===== config.mk =====
export PLATFORM = sky130hd
export DESIGN_NAME = pp_pipeline_accel_line_buffer_pair_reader_flat
export DESIGN_NICKNAME = d
export VERILOG_FILES = /design/src/rtl/pp_pipeline_accel_line_buffer_pair_reader_if.sv /design/src/rtl/pp_pipeline_accel_line_buffer_pair_reader.sv /design/src/flat_wrapper.sv
export SDC_FILE = /design/constraint.sdc
export NUM_CORES = 1
export LEC_CHECK = 0
export CORE_MARGIN = 1
export CORE_UTILIZATION = 47
export CTS_BUF_LIST = sky130_fd_sc_hd__clkbuf_2 sky130_fd_sc_hd__clkbuf_4 sky130_fd_sc_hd__clkbuf_8
export DETAILED_ROUTE_END_ITERATION = 6
export GPL_ROUTABILITY_DRIVEN = 1
export PLACE_DENSITY_LB_ADDON = 0.08
export SLEW_MARGIN = 20
export SYNTH_ARGS = -nofsm -noshare
export SYNTH_HDL_FRONTEND = slang
export SYNTH_SLANG_ARGS = --single-unit

===== constraint.sdc =====
create_clock -name clk -period 4.1 [get_ports clk]
set_input_delay 0.41 -clock clk [delete_from_list [all_inputs] [get_ports clk]]
set_output_delay 0.41 -clock clk [all_outputs]
set_load 0.01 [all_outputs]

===== src/rtl/pp_pipeline_accel_line_buffer_pair_reader_if.sv =====
// Port bundle for the line-buffer pair reader: request side, RAM read port and pair output.
// The slave view belongs to the reader; the master view belongs to its surroundings.
interface pp_pipeline_accel_line_buffer_pair_reader_if #(
  parameter int DATA_W = 24,
  parameter int ADDR_W = 12
);
  logic [ADDR_W-1:0] cfg_width;
  logic              req_valid;
  logic              req_ready;
  logic [ADDR_W-1:0] req_col;
  logic [ADDR_W-1:0] ram_address;
  logic              ram_ce;
  logic [DATA_W-1:0] ram_q;
  logic              out_valid;
  logic              out_ready;
  logic [DATA_W-1:0] out_p0;
  logic [DATA_W-1:0] out_p1;
  logic              out_clamped;
  logic              busy;

  modport slave (
    input  cfg_width, req_valid, req_col, ram_q, out_ready,
    output req_ready, ram_address, ram_ce, out_valid, out_p0, out_p1, out_clamped, busy
  );

  modport master (
    output cfg_width, req_valid, req_col, ram_q, out_ready,
    input  req_ready, ram_address, ram_ce, out_valid, out_p0, out_p1, out_clamped, busy
  );
endinterface


===== src/rtl/pp_pipeline_accel_line_buffer_pair_reader.sv =====
// Reads columns x and x+1 (clamped to the active line width) from the resize line buffer
// and presents them as a pixel pair for the bilinear datapath.
module pp_pipeline_accel_line_buffer_pair_reader #(
  parameter int DATA_W     = 24,
  parameter int ADDR_W     = 12,
  parameter int ADDR_RANGE = 3840
) (
  input logic clk,
  input logic reset,
  pp_pipeline_accel_line_buffer_pair_reader_if.slave bus
);

  localparam logic [1:0] IDLE = 2'd0;
  localparam logic [1:0] RD0  = 2'd1;
  localparam logic [1:0] RD1  = 2'd2;
  localparam logic [1:0] LAND = 2'd3;

  localparam logic [ADDR_W:0] RANGE_L = (ADDR_W+1)'(ADDR_RANGE);
  localparam logic [ADDR_W:0] ONE_L   = (ADDR_W+1)'(1);

  // Last addressable column for a configured width; width 0 behaves as a 1-pixel line.
  function automatic logic [ADDR_W:0] eff_last(input logic [ADDR_W-1:0] width);
    logic [ADDR_W:0] w;
    if (width == '0)
      w = ONE_L;
    else if ({1'b0, width} > RANGE_L)
      w = RANGE_L;
    else
      w = {1'b0, width};
    return w - ONE_L;
  endfunction

  // Saturate a widened column index at the right edge of the line.
  function automatic logic [ADDR_W-1:0] sat_col(input logic [ADDR_W:0] col,
                                                input logic [ADDR_W:0] last);
    return (col >= last) ? last[ADDR_W-1:0] : col[ADDR_W-1:0];
  endfunction

  logic [1:0]        state;
  logic [ADDR_W-1:0] addr_q;
  logic [ADDR_W-1:0] c1_p0;
  logic              clamped_p0;
  logic [DATA_W-1:0] p0_hold_p1;
  logic              out_valid_q;
  logic [DATA_W-1:0] out_p0_q;
  logic [DATA_W-1:0] out_p1_q;
  logic              out_clamped_q;

  logic [ADDR_W:0]   last_col;
  logic [ADDR_W:0]   col_x0;
  logic [ADDR_W:0]   col_x1;
  logic              accept;
  logic              load;

  always_comb begin
    last_col = eff_last(bus.cfg_width);
    col_x0   = {1'b0, bus.req_col};
    col_x1   = col_x0 + ONE_L;
    accept   = (state == IDLE) && bus.req_valid;
    load     = (state == LAND) && (!out_valid_q || bus.out_ready);
  end

  // Accept stage: clamped columns captured once, so later cfg_width changes do not matter.
  always_ff @(posedge clk) begin
    if (accept) begin
      c1_p0      <= sat_col(col_x1, last_col);
      clamped_p0 <= (col_x0 >= last_col);
    end
    // Read stage: ram_q carries the c0 word in the cycle after RD0.
    if (state == RD1)
      p0_hold_p1 <= bus.ram_q;
  end

  always_ff @(posedge clk) begin
    if (reset) begin
      state         <= IDLE;
      addr_q        <= '0;
      out_valid_q   <= 1'b0;
      out_p0_q      <= '0;
      out_p1_q      <= '0;
      out_clamped_q <= 1'b0;
    end else begin
      case (state)
        IDLE: begin
          if (bus.req_valid) begin
            state  <= RD0;
            addr_q <= sat_col(col_x0, last_col);
          end
        end
        RD0: begin
          state  <= RD1;
          addr_q <= c1_p0;
        end
        RD1:     state <= LAND;
        LAND:    if (load) state <= IDLE;
        default: state <= IDLE;
      endcase
      // Output stage: the RAM holds the c1 word in LAND because ce is low there.
      if (load) begin
        out_valid_q   <= 1'b1;
        out_p0_q      <= p0_hold_p1;
        out_p1_q      <= bus.ram_q;
        out_clamped_q <= clamped_p0;
      end else if (bus.out_ready) begin
        out_valid_q   <= 1'b0;
      end
    end
  end

  assign bus.req_ready   = (state == IDLE);
  assign bus.ram_ce      = (state == RD0) || (state == RD1);
  assign bus.ram_address = addr_q;
  assign bus.out_valid   = out_valid_q;
  assign bus.out_p0      = out_p0_q;
  assign bus.out_p1      = out_p1_q;
  assign bus.out_clamped = out_clamped_q;
  assign bus.busy        = (state != IDLE) || out_valid_q;

endmodule


===== src/flat_wrapper.sv =====
// flat-port wrapper written by rule: the top's interface ports become plain ports
module pp_pipeline_accel_line_buffer_pair_reader_flat 
#(
  parameter int DATA_W     = 24,
  parameter int ADDR_W     = 12,
  parameter int ADDR_RANGE = 3840
)
  (clk, reset, bus_cfg_width, bus_req_valid, bus_req_col, bus_ram_q, bus_out_ready, bus_req_ready, bus_ram_address, bus_ram_ce, bus_out_valid, bus_out_p0, bus_out_p1, bus_out_clamped, bus_busy);
  pp_pipeline_accel_line_buffer_pair_reader_if #(.DATA_W(DATA_W), .ADDR_W(ADDR_W)) bus_i ();
  input logic clk;
  input logic reset;
  input wire logic [$bits(bus_i.cfg_width)-1:0] bus_cfg_width;
  input wire logic [$bits(bus_i.req_valid)-1:0] bus_req_valid;
  input wire logic [$bits(bus_i.req_col)-1:0] bus_req_col;
  input wire logic [$bits(bus_i.ram_q)-1:0] bus_ram_q;
  input wire logic [$bits(bus_i.out_ready)-1:0] bus_out_ready;
  output wire logic [$bits(bus_i.req_ready)-1:0] bus_req_ready;
  output wire logic [$bits(bus_i.ram_address)-1:0] bus_ram_address;
  output wire logic [$bits(bus_i.ram_ce)-1:0] bus_ram_ce;
  output wire logic [$bits(bus_i.out_valid)-1:0] bus_out_valid;
  output wire logic [$bits(bus_i.out_p0)-1:0] bus_out_p0;
  output wire logic [$bits(bus_i.out_p1)-1:0] bus_out_p1;
  output wire logic [$bits(bus_i.out_clamped)-1:0] bus_out_clamped;
  output wire logic [$bits(bus_i.busy)-1:0] bus_busy;
  assign bus_i.cfg_width = bus_cfg_width;
  assign bus_i.req_valid = bus_req_valid;
  assign bus_i.req_col = bus_req_col;
  assign bus_i.ram_q = bus_ram_q;
  assign bus_i.out_ready = bus_out_ready;
  assign bus_req_ready = bus_i.req_ready;
  assign bus_ram_address = bus_i.ram_address;
  assign bus_ram_ce = bus_i.ram_ce;
  assign bus_out_valid = bus_i.out_valid;
  assign bus_out_p0 = bus_i.out_p0;
  assign bus_out_p1 = bus_i.out_p1;
  assign bus_out_clamped = bus_i.out_clamped;
  assign bus_busy = bus_i.busy;
  pp_pipeline_accel_line_buffer_pair_reader #(.DATA_W(DATA_W), .ADDR_W(ADDR_W), .ADDR_RANGE(ADDR_RANGE)) u_core (.clk(clk), .reset(reset), .bus(bus_i));
endmodule

* Word level (Yosys, flattened, before mapping) *
Index checks and enable logic that the tools add are counted.
Widths: inputs -> output; s select.

word-level totals
  memories kept = 0
  logic and storage cells = 43
  flip-flop bits (word level) = 101
  input bits = 52
  bits in writable memories = 0
  output and inout bits = 65
  memory bits (read-only) = 0
  latch bits = 0

cells by class
  multiplexer cells = 11
  equal/unequal tests = 5
  bitwise gates (word level) = 0
  $mul = 0
  $lt $le $gt $ge = 3
  div/mod/pow operators = 0
  shift-type cells = 0
  add/subtract/negate cells = 2
  reductions and logical operators = 13

operator list
  operator               number
  $mux 12                4
  $pmux 12 s2            1
  $add 12x1->13 const B  1
  $ge 12x13->1           1
  $ge 13x13->1           1
  $mux 13                1
  $sub 13x1->13 const B  1
  $gt 12x12->1 const B   1
  $logic_not 12->1       1
  $pmux 2 s4             1
  $reduce_bool 2->1      3
  $eq 2x2->1 const B     2
  $mux 2                 2
  $reduce_and 2->1       2
  $logic_or 1x1->1       3
  $eq 2x1->1 const B     1
  $logic_and 1x1->1      2
  $logic_not 2->1        1
  $mux 1                 2
  $ne 2x1->1 const B     1
  $ne 2x2->1 const B     1
  $logic_not 1->1        1

* Depth between registers and ports, before layout *
Gate-level depths: netlist of run 1.

  word-level depth = 8
  mapped depth = 20
  depth with buffers taken out = 18

* Worst setup path before layout of run 1 *
No wires, ideal clock.

  path type = input-to-reg
  start point = input bus_cfg_width[5]
  end point = register u_core.c1_p0[3] (data pin)
  arrival = 4.022 ns
  buffers on the path = 1
  library setup time = 0.262 ns
  setup slack = -0.184 ns
  data required time = 3.838 ns
  cell stages on the path = 19
  cells stage by stage = nor3_1 > and2_1 > a32o_1 > inv_1 > ha_1 > nor4b_2 > nand2_1 > nand2_1 > xnor2_1 > ha_1 > nor2b_1 > o221ai_1 > a31oi_1 > maj3_1 > a21oi_1 > o2111ai_1 > a21o_1 > buf_4 > mux2_1

on the way
  longest elaborated chain between the ends = 6
  elaborated cells between the ends (all ways) = 7
  classes of those cells = add/sub: 1; order compare: 2; mux: 3; reduce/logical: 1

RTL lines
  element               RTL line                                         text
  from (decl)           flat_wrapper.sv:12                               input wire logic [$bits(bus_i.cfg_width)-1:0] bus_cfg_width;
  $gt 12x12->1          pp_pipeline_accel_line_buffer_pair_reader.sv:26  else if ({1'b0, width} > RANGE_L)
  $mux 12               pp_pipeline_accel_line_buffer_pair_reader.sv:26
  $mux 13 (*)           pp_pipeline_accel_line_buffer_pair_reader.sv:24  if (width == '0)
  $sub 13x1->13 (*)     pp_pipeline_accel_line_buffer_pair_reader.sv:30  return w - ONE_L;
  $ge 13x13->1          pp_pipeline_accel_line_buffer_pair_reader.sv:36  return (col >= last) ? last[ADDR_W-1:0] : col[ADDR_W-1:0];
  $mux 12 (*)           pp_pipeline_accel_line_buffer_pair_reader.sv:36
  to (signal assigned)  pp_pipeline_accel_line_buffer_pair_reader.sv:66  c1_p0 <= sat_col(col_x1, last_col);
  to (decl)             pp_pipeline_accel_line_buffer_pair_reader.sv:41  logic [ADDR_W-1:0] c1_p0;

Mark *: on every way between the ends. The rest lies on a longest branch, timed or not.
A chain may end at the register's enable or synchronous reset.

* Worst setup path after layout of run 1 *
  start point = input bus_cfg_width[1]
  end point = register u_core.c1_p0[1] (data pin)

Same word-level chain as after synthesis.

==> out/results.ini, run 1 <==
[outcome]
outcome = finished, final reports clean

[worst_setup_path]
cp-end-kind = register
critical_path_class = in2reg
arrival_ps = 4030
start_kind = input pin
cp.required_ps = 4230
crit_fanout = 5
reg2reg_depth = 6
r2r_slack_ps = 1610

[global_route]
first_global_vias = 4209
grt.overflow.total = 0
grt_max_degree = 64
grt_usage = 0.230
antenna_found_initial = 0
grt_pass1_wl_um = 20300

[logic_synthesis]
yosys_warnings = 0
async_flop_share = 0
ys.flop_type = dfxtp_1
yosys.area.top_type_share = 0.261
synth_cells = 513
ys_seq_area_frac = 0.487
yosys-top-cells-count = 119 x nand2_1, 65 x a21oi_1, 64 x dfxtp_1
synthTopCellsByArea = dfxtp_1 26%, edfxtp_1 23%, nand2_1 9.1%
yosysMostFrequentCell = nand2_1
netlist_area_mm2 = 0.00491
synth.lib_cells_used.distinct = 56
syn-num-nets = 590
ys_seq_elements = 101
avgSynthCellArea_um2 = 9.58
synth_edf_count = 37
synth_area_leader_cell = dfxtp_1

[routing]
drt_wl_total_um = 12200
drc = 0
drtPass1Iterations = 6
dr.first_iter.drc_count = 207
antenna_left = 0
num_vias = 4250
routed_via_density = 5.20
wl_per_cell_um = 14.9

[cts]
cts_tree = done
htree_levels = 3
cts.path.max_buffers = 2
clk_latency_ps = 370
cts_root_buf = clkbuf_8
cts_made_buffers = 9
cts.sinks = 101
path_clk_slew_ps = 120
ctsHoldBuffers = 0

[placement]
dpl_cell_area_mm2 = 0.00652
dp_hpwl_um = 8980
port_buffers = 116
place_congestion = 0.903
pre_cts_ws_ps = -544

[floorplan]
die_height_um = 104
die_x_um = 104
core_mm2 = 0.00995
initial_utilization = 0.494
die-area_mm2 = 0.0109
row_count = 36
ios = 117

[cells_and_area]
postLayoutCellArea_mm2 = 0.00687
fill_cells = 795
seq_area_mm2 = 0.00239
fin_nets = 757
multiInputGateArea_mm2 = 0.00238
diodes = 0
fin_util = 0.690
drive_gt1_frac = 0.164
synthToLayoutAreaGrowth_pct = 39.8

[worst_hold_path]
holdPathStages = 2
min_path_type = reg2reg

[sta]
fin_ws_ps = 196
period_minus_slack_ps = 3900
fmax_mhz = 256
setup_viol = 0
period_share = 0.952
timing_max_transition_violations_final = 0
hold_violations = 0
maxSlewHeadroom = 0.342
worstMarginPinSlew_ps = 987
fin_worst_skew_ps = 14.8

[pwr]
ir_drop_uv = 273
power_leakage_nw = 2.67
p_total_mw = 3.04
power.density_mw_per_mm2 = 443

[run]
drv_cap = 0

layout by cell type, fill, tap and decap left out, types with 3 or more instances in the layout:
cell type	netlist	routed
o21ai_1	4	4
nor3_1	8	7
o21ai_0	9	9
and3_1	9	9
edfxtp_1	37	37
nor2_1	17	17
nand2_1	119	118
and2_1	3	3
clkbuf_8	2	9
mux2_1	3	3
nor2b_1	4	3
o22ai_1	6	6
a32oi_1	4	4
nand2b_1	4	3
nand4_1	5	5
clkdlybuf4s50_1	0	108
nand3_1	7	7
buf_4	2	62
a211oi_1	3	3
mux2_2	7	7
dfxtp_1	64	64
inv_1	20	19
ha_1	25	24
xor2_1	7	7
mux2i_1	15	15
a21oi_1	65	64
dlymetal6s2s_1	0	5
a31oi_1	4	4
xnor2_1	10	9
path summary, 6_finish.rpt:
path | from | endpoint
max | bus_cfg_width[1] | u_core.c1_p0[1]
min | u_core.bus.out_p0[4] | u_core.bus.out_p0[4]
max reg2reg | u_core.state[0] | u_core.bus.ram_address[5]
min reg2reg | u_core.bus.out_p0[4] | u_core.bus.out_p0[4]
routing by layer:
layer,vias to the layer above,global-route usage,routed length (um)
met2,117,0.387,5800
met5,-,0,0
met3,11,0.0363,541
li1,2144,-,-
met1,1978,0.310,5740
met4,0,0.0500,123
flip-flops by register name, summed over array words and instances (netlist names):
signal                  flops
u_core.bus.out_clamped      1
u_core.bus.out_p0          24
u_core.bus.out_p1          24
u_core.bus.out_valid        1
u_core.bus.ram_address     12
u_core.c1_p0               12
u_core.clamped_p0           1
u_core.p0_hold_p1          24
u_core.state                2
final cells by class:
class                           instances  share of cell area
Clock inverter                          7              0.0117
Inverter                               20              0.0109
Clock buffer                            9              0.0180
Timing Repair Buffer                  179               0.241
Sequential cell                       101               0.348
Tap cell                              133              0.0242
Multi-Input combinational cell        369               0.347
cell families after synthesis:
logic type / count (synthesis) / share of synthesized area
xor gates and xnor gates: 18 / 0.0336
buffers and inverters: 44 / 0.0468
DFF: 101 / 0.487
AOI/OAI and AO/OA: 113 / 0.142
and+or+nand+nor: 186 / 0.171
muxes: 25 / 0.0535
adders and majority gates: 26 / 0.0657
power breakdown:
| part | total [mW] | switching, mW | internal, mW |
|---|---|---|---|
| clock | 0.636 | 0.393 | 0.243 |
| combinational | 1.05 | 0.547 | 0.503 |
| sequential | 1.36 | 0.0828 | 1.28 |
critical path, stage by stage:
cell and delay, ps:
clkdlybuf4s50_1 490, nor2_1 70, a32o_2 280, inv_2 70, ha_4 140, nor4b_4 280
nand2_1 100, and3_1 200, ha_1 340, o211ai_1 100, a22o_1 220, a31oi_1 150
maj3_2 220, a21oi_2 60, o2111ai_2 250, a21o_1 280, mux2_2 360
timing repair:
action	4_1_cts	5_1_grt
pin swaps	5	8
setup endpoints to repair	10	14
resized for setup	7	9
cloned	1	0
buffers inserted	8	2
through the flow:
| step | hold WS, ps | TNS [ps] | std cells |
|---|---|---|---|
| floorplan | 471 | 0 | 513 |
| global placement | 441 | -4490 | 790 |
| detailed placement | 448 | -6210 | 790 |
| CTS | 464 | 0 | 815 |
| global route | 480 | -49.3 | 818 |
| finish | 463 | 0 | 818 |
No activity file was read; power rests on OpenSTA's default activity.
==> inputs of run 2 (changes only) <==
--- a/config.mk
+++ b/config.mk
@@ -5,8 +5,10 @@
 export SDC_FILE = /design/constraint.sdc
 export NUM_CORES = 1
 export LEC_CHECK = 0
+export CELL_PAD_IN_SITES_DETAIL_PLACEMENT = 0
+export CELL_PAD_IN_SITES_GLOBAL_PLACEMENT = 1
 export CORE_MARGIN = 1
-export CORE_UTILIZATION = 47
+export CORE_UTILIZATION = 35
 export CTS_BUF_LIST = sky130_fd_sc_hd__clkbuf_2 sky130_fd_sc_hd__clkbuf_4 sky130_fd_sc_hd__clkbuf_8
 export DETAILED_ROUTE_END_ITERATION = 6
 export GPL_ROUTABILITY_DRIVEN = 1
==> run 2 against run 1 <==
Maximum frequency shrank 0.58%. Die area grew 34%. Non-clock buffer count shrank 1. Final cell count grew 5.0%. First-iteration DRC count grew 5.8%. Critical path depth grew 2. Register-to-register slack lost 140 ps. Sequential share of layout area shrank 0.28 points. Wire length grew 7.2%. Via count is essentially flat. Count of clock-buffer cells in the layout grew 2. Largest power group unchanged. Highest routed layer unchanged.
==> out/results.ini, run 2 (synthesis results as in run 1) <==
[routing]
drtPass1Iterations = 4
drc = 0
num_vias = 4251
routed_via_density = 4.95
dr.first_iter.drc_count = 219
drt_wl_total_um = 13100
wl_per_cell_um = 15.2
antenna_left = 0

[worst_hold_path]
holdPathStages = 2
min_path_type = reg2reg

[floorplan]
initial_utilization = 0.365
die-area_mm2 = 0.0145
ios = 117
row_count = 42
die_x_um = 121
core_mm2 = 0.0135
die_height_um = 121

[worst_setup_path]
cp.required_ps = 4200
start_kind = input pin
arrival_ps = 4030
cp-end-kind = register
critical_path_class = in2reg
crit_fanout = 6
reg2reg_depth = 6

[global_route]
grt_max_degree = 50
first_global_vias = 4080
grt_pass1_wl_um = 20400
grt.overflow.total = 0
antenna_found_initial = 0
grt_usage = 0.181

[placement]
place_congestion = 0.881
dp.cells = 839
dp_hpwl_um = 9790
port_buffers = 116

[sta]
hold_violations = 0
maxSlewHeadroom = 0.332
period_share = 0.958
fmax_mhz = 255
timing_max_transition_violations_final = 0
setup_viol = 0
rsz0062_at_grt = false
fin_worst_skew_ps = 8.54
worstMarginPinSlew_ps = 1000
period_minus_slack_ps = 3930

[cts]
cts_made_buffers = 9
ctsHoldBuffers = 0
clk_latency_ps = 350
cts.sinks = 101
cts_tree = done
cts.path.max_buffers = 2
htree_levels = 3
path_clk_slew_ps = 90
cts_root_buf = clkbuf_8

[cells_and_area]
final_cell_mix = 118 x nand2_1, 108 x clkdlybuf4s50_1, 64 x a21oi_1, 64 x dfxtp_1, 60 x buf_4
final_common_cell = nand2_1
fin_util = 0.515
multiInputGateArea_mm2 = 0.00239
synthToLayoutAreaGrowth_pct = 40.9
fin_nets = 756
seq_area_mm2 = 0.00239
fill_cells = 1316
drive_gt1_frac = 0.161
fin_cells = 859
diodes = 0

[pwr]
ir_drop_uv = 171
power_leakage_nw = 2.67
power.density_mw_per_mm2 = 443

[run]
drv_cap = 0

[outcome]
outcome = finished, final reports clean

==> run 2: cell count changes in the layout (fill, tap and decap cells not counted), sizes merged <==
cell and delta:
clkinvlp -1, inv -2, buf -1, clkbuf +2, dlymetal6s2s +1, bufinv +1
clkdlybuf4s15 -1, clkinv -1
==> run 2: worst max-delay path: stages <==
cell           delay [ps]
dlygate4sd2_1         280
nor4_4                310
and2_1                190
a32o_2                200
inv_2                  50
ha_4                  160
nor4b_4               130
nand2_1                70
nand2_2                70
xnor2_2               140
ha_1                  280
nor2b_1               130
o221ai_1              150
a31oi_1               120
maj3_1                380
a21oi_2               160
o2111ai_2             190
a21o_4                300
mux2_1                320
==> run 2: area by class of cell <==
cell class / count / share of cell area
clock inverters: 4 / 0.00704
well taps: 176 / 0.0318
clock buffers: 11 / 0.0201
multi-input cells: 369 / 0.345
inverters: 20 / 0.0108
repair buffers: 178 / 0.240
flip-flops and latches: 101 / 0.345
==> run 2: power breakdown <==
part	internal, mW	switching, mW	total (mW)
clock network	0.294	0.329	0.623
registers	1.28	0.0882	1.36
logic	0.514	0.564	1.08
total	2.08	0.982	3.07
==> run 2: per-layer routing <==
layer | GRT usage | wire length (um) | vias up
li1 | - | - | 2147
met1 | 0.212 | 5550 | 1983
met2 | 0.332 | 6800 | 106
met3 | 0.0250 | 506 | 15
met4 | 0.0702 | 224 | 0
met5 | 0 | 0 | -
==> run 2: through the flow <==
step,power (mW),area (um^2),TNS [ps],hold slack (ps),setup slack [ps]
final,3.07,6930,0,458,173
after global routing,3.25,6930,0,479,16.7
after CTS,3.09,6850,0,459,25.9
after detailed placement,2.46,6620,-6780,446,-514
after global placement,2.44,6620,-5940,441,-469
after floorplan,1.93,4950,0,471,42.8
==> run 2: final timing paths <==
| check | start | end | slack (ps) |
|---|---|---|---|
| setup / recovery | bus_cfg_width[11] | u_core.c1_p0[7] | 170 |
| hold / removal | u_core.bus.out_p0[12] | u_core.bus.out_p0[12] | 460 |
| setup reg to reg | u_core.state[0] | u_core.bus.ram_address[6] | 1470 |
| hold reg to reg | u_core.bus.out_p0[12] | u_core.bus.out_p0[12] | 460 |
==> run 2: timing repair <==
item,in CTS,in global routing
pin swaps,7,8
cloned,1,0
hold endpoints to repair,0,0
setup buffers,2,1
endpoints found under the setup margin,11,11
resized for setup,6,10
==> inputs of run 3 (changes only) <==
--- a/config.mk
+++ b/config.mk
@@ -7,7 +7,6 @@
 export LEC_CHECK = 0
 export CELL_PAD_IN_SITES_DETAIL_PLACEMENT = 0
 export CELL_PAD_IN_SITES_GLOBAL_PLACEMENT = 1
-export CORE_MARGIN = 1
 export CORE_UTILIZATION = 35
 export CTS_BUF_LIST = sky130_fd_sc_hd__clkbuf_2 sky130_fd_sc_hd__clkbuf_4 sky130_fd_sc_hd__clkbuf_8
 export DETAILED_ROUTE_END_ITERATION = 6
==> results of run 3 <==
The final DEF is identical to that of run 2; final timing and power are the same.
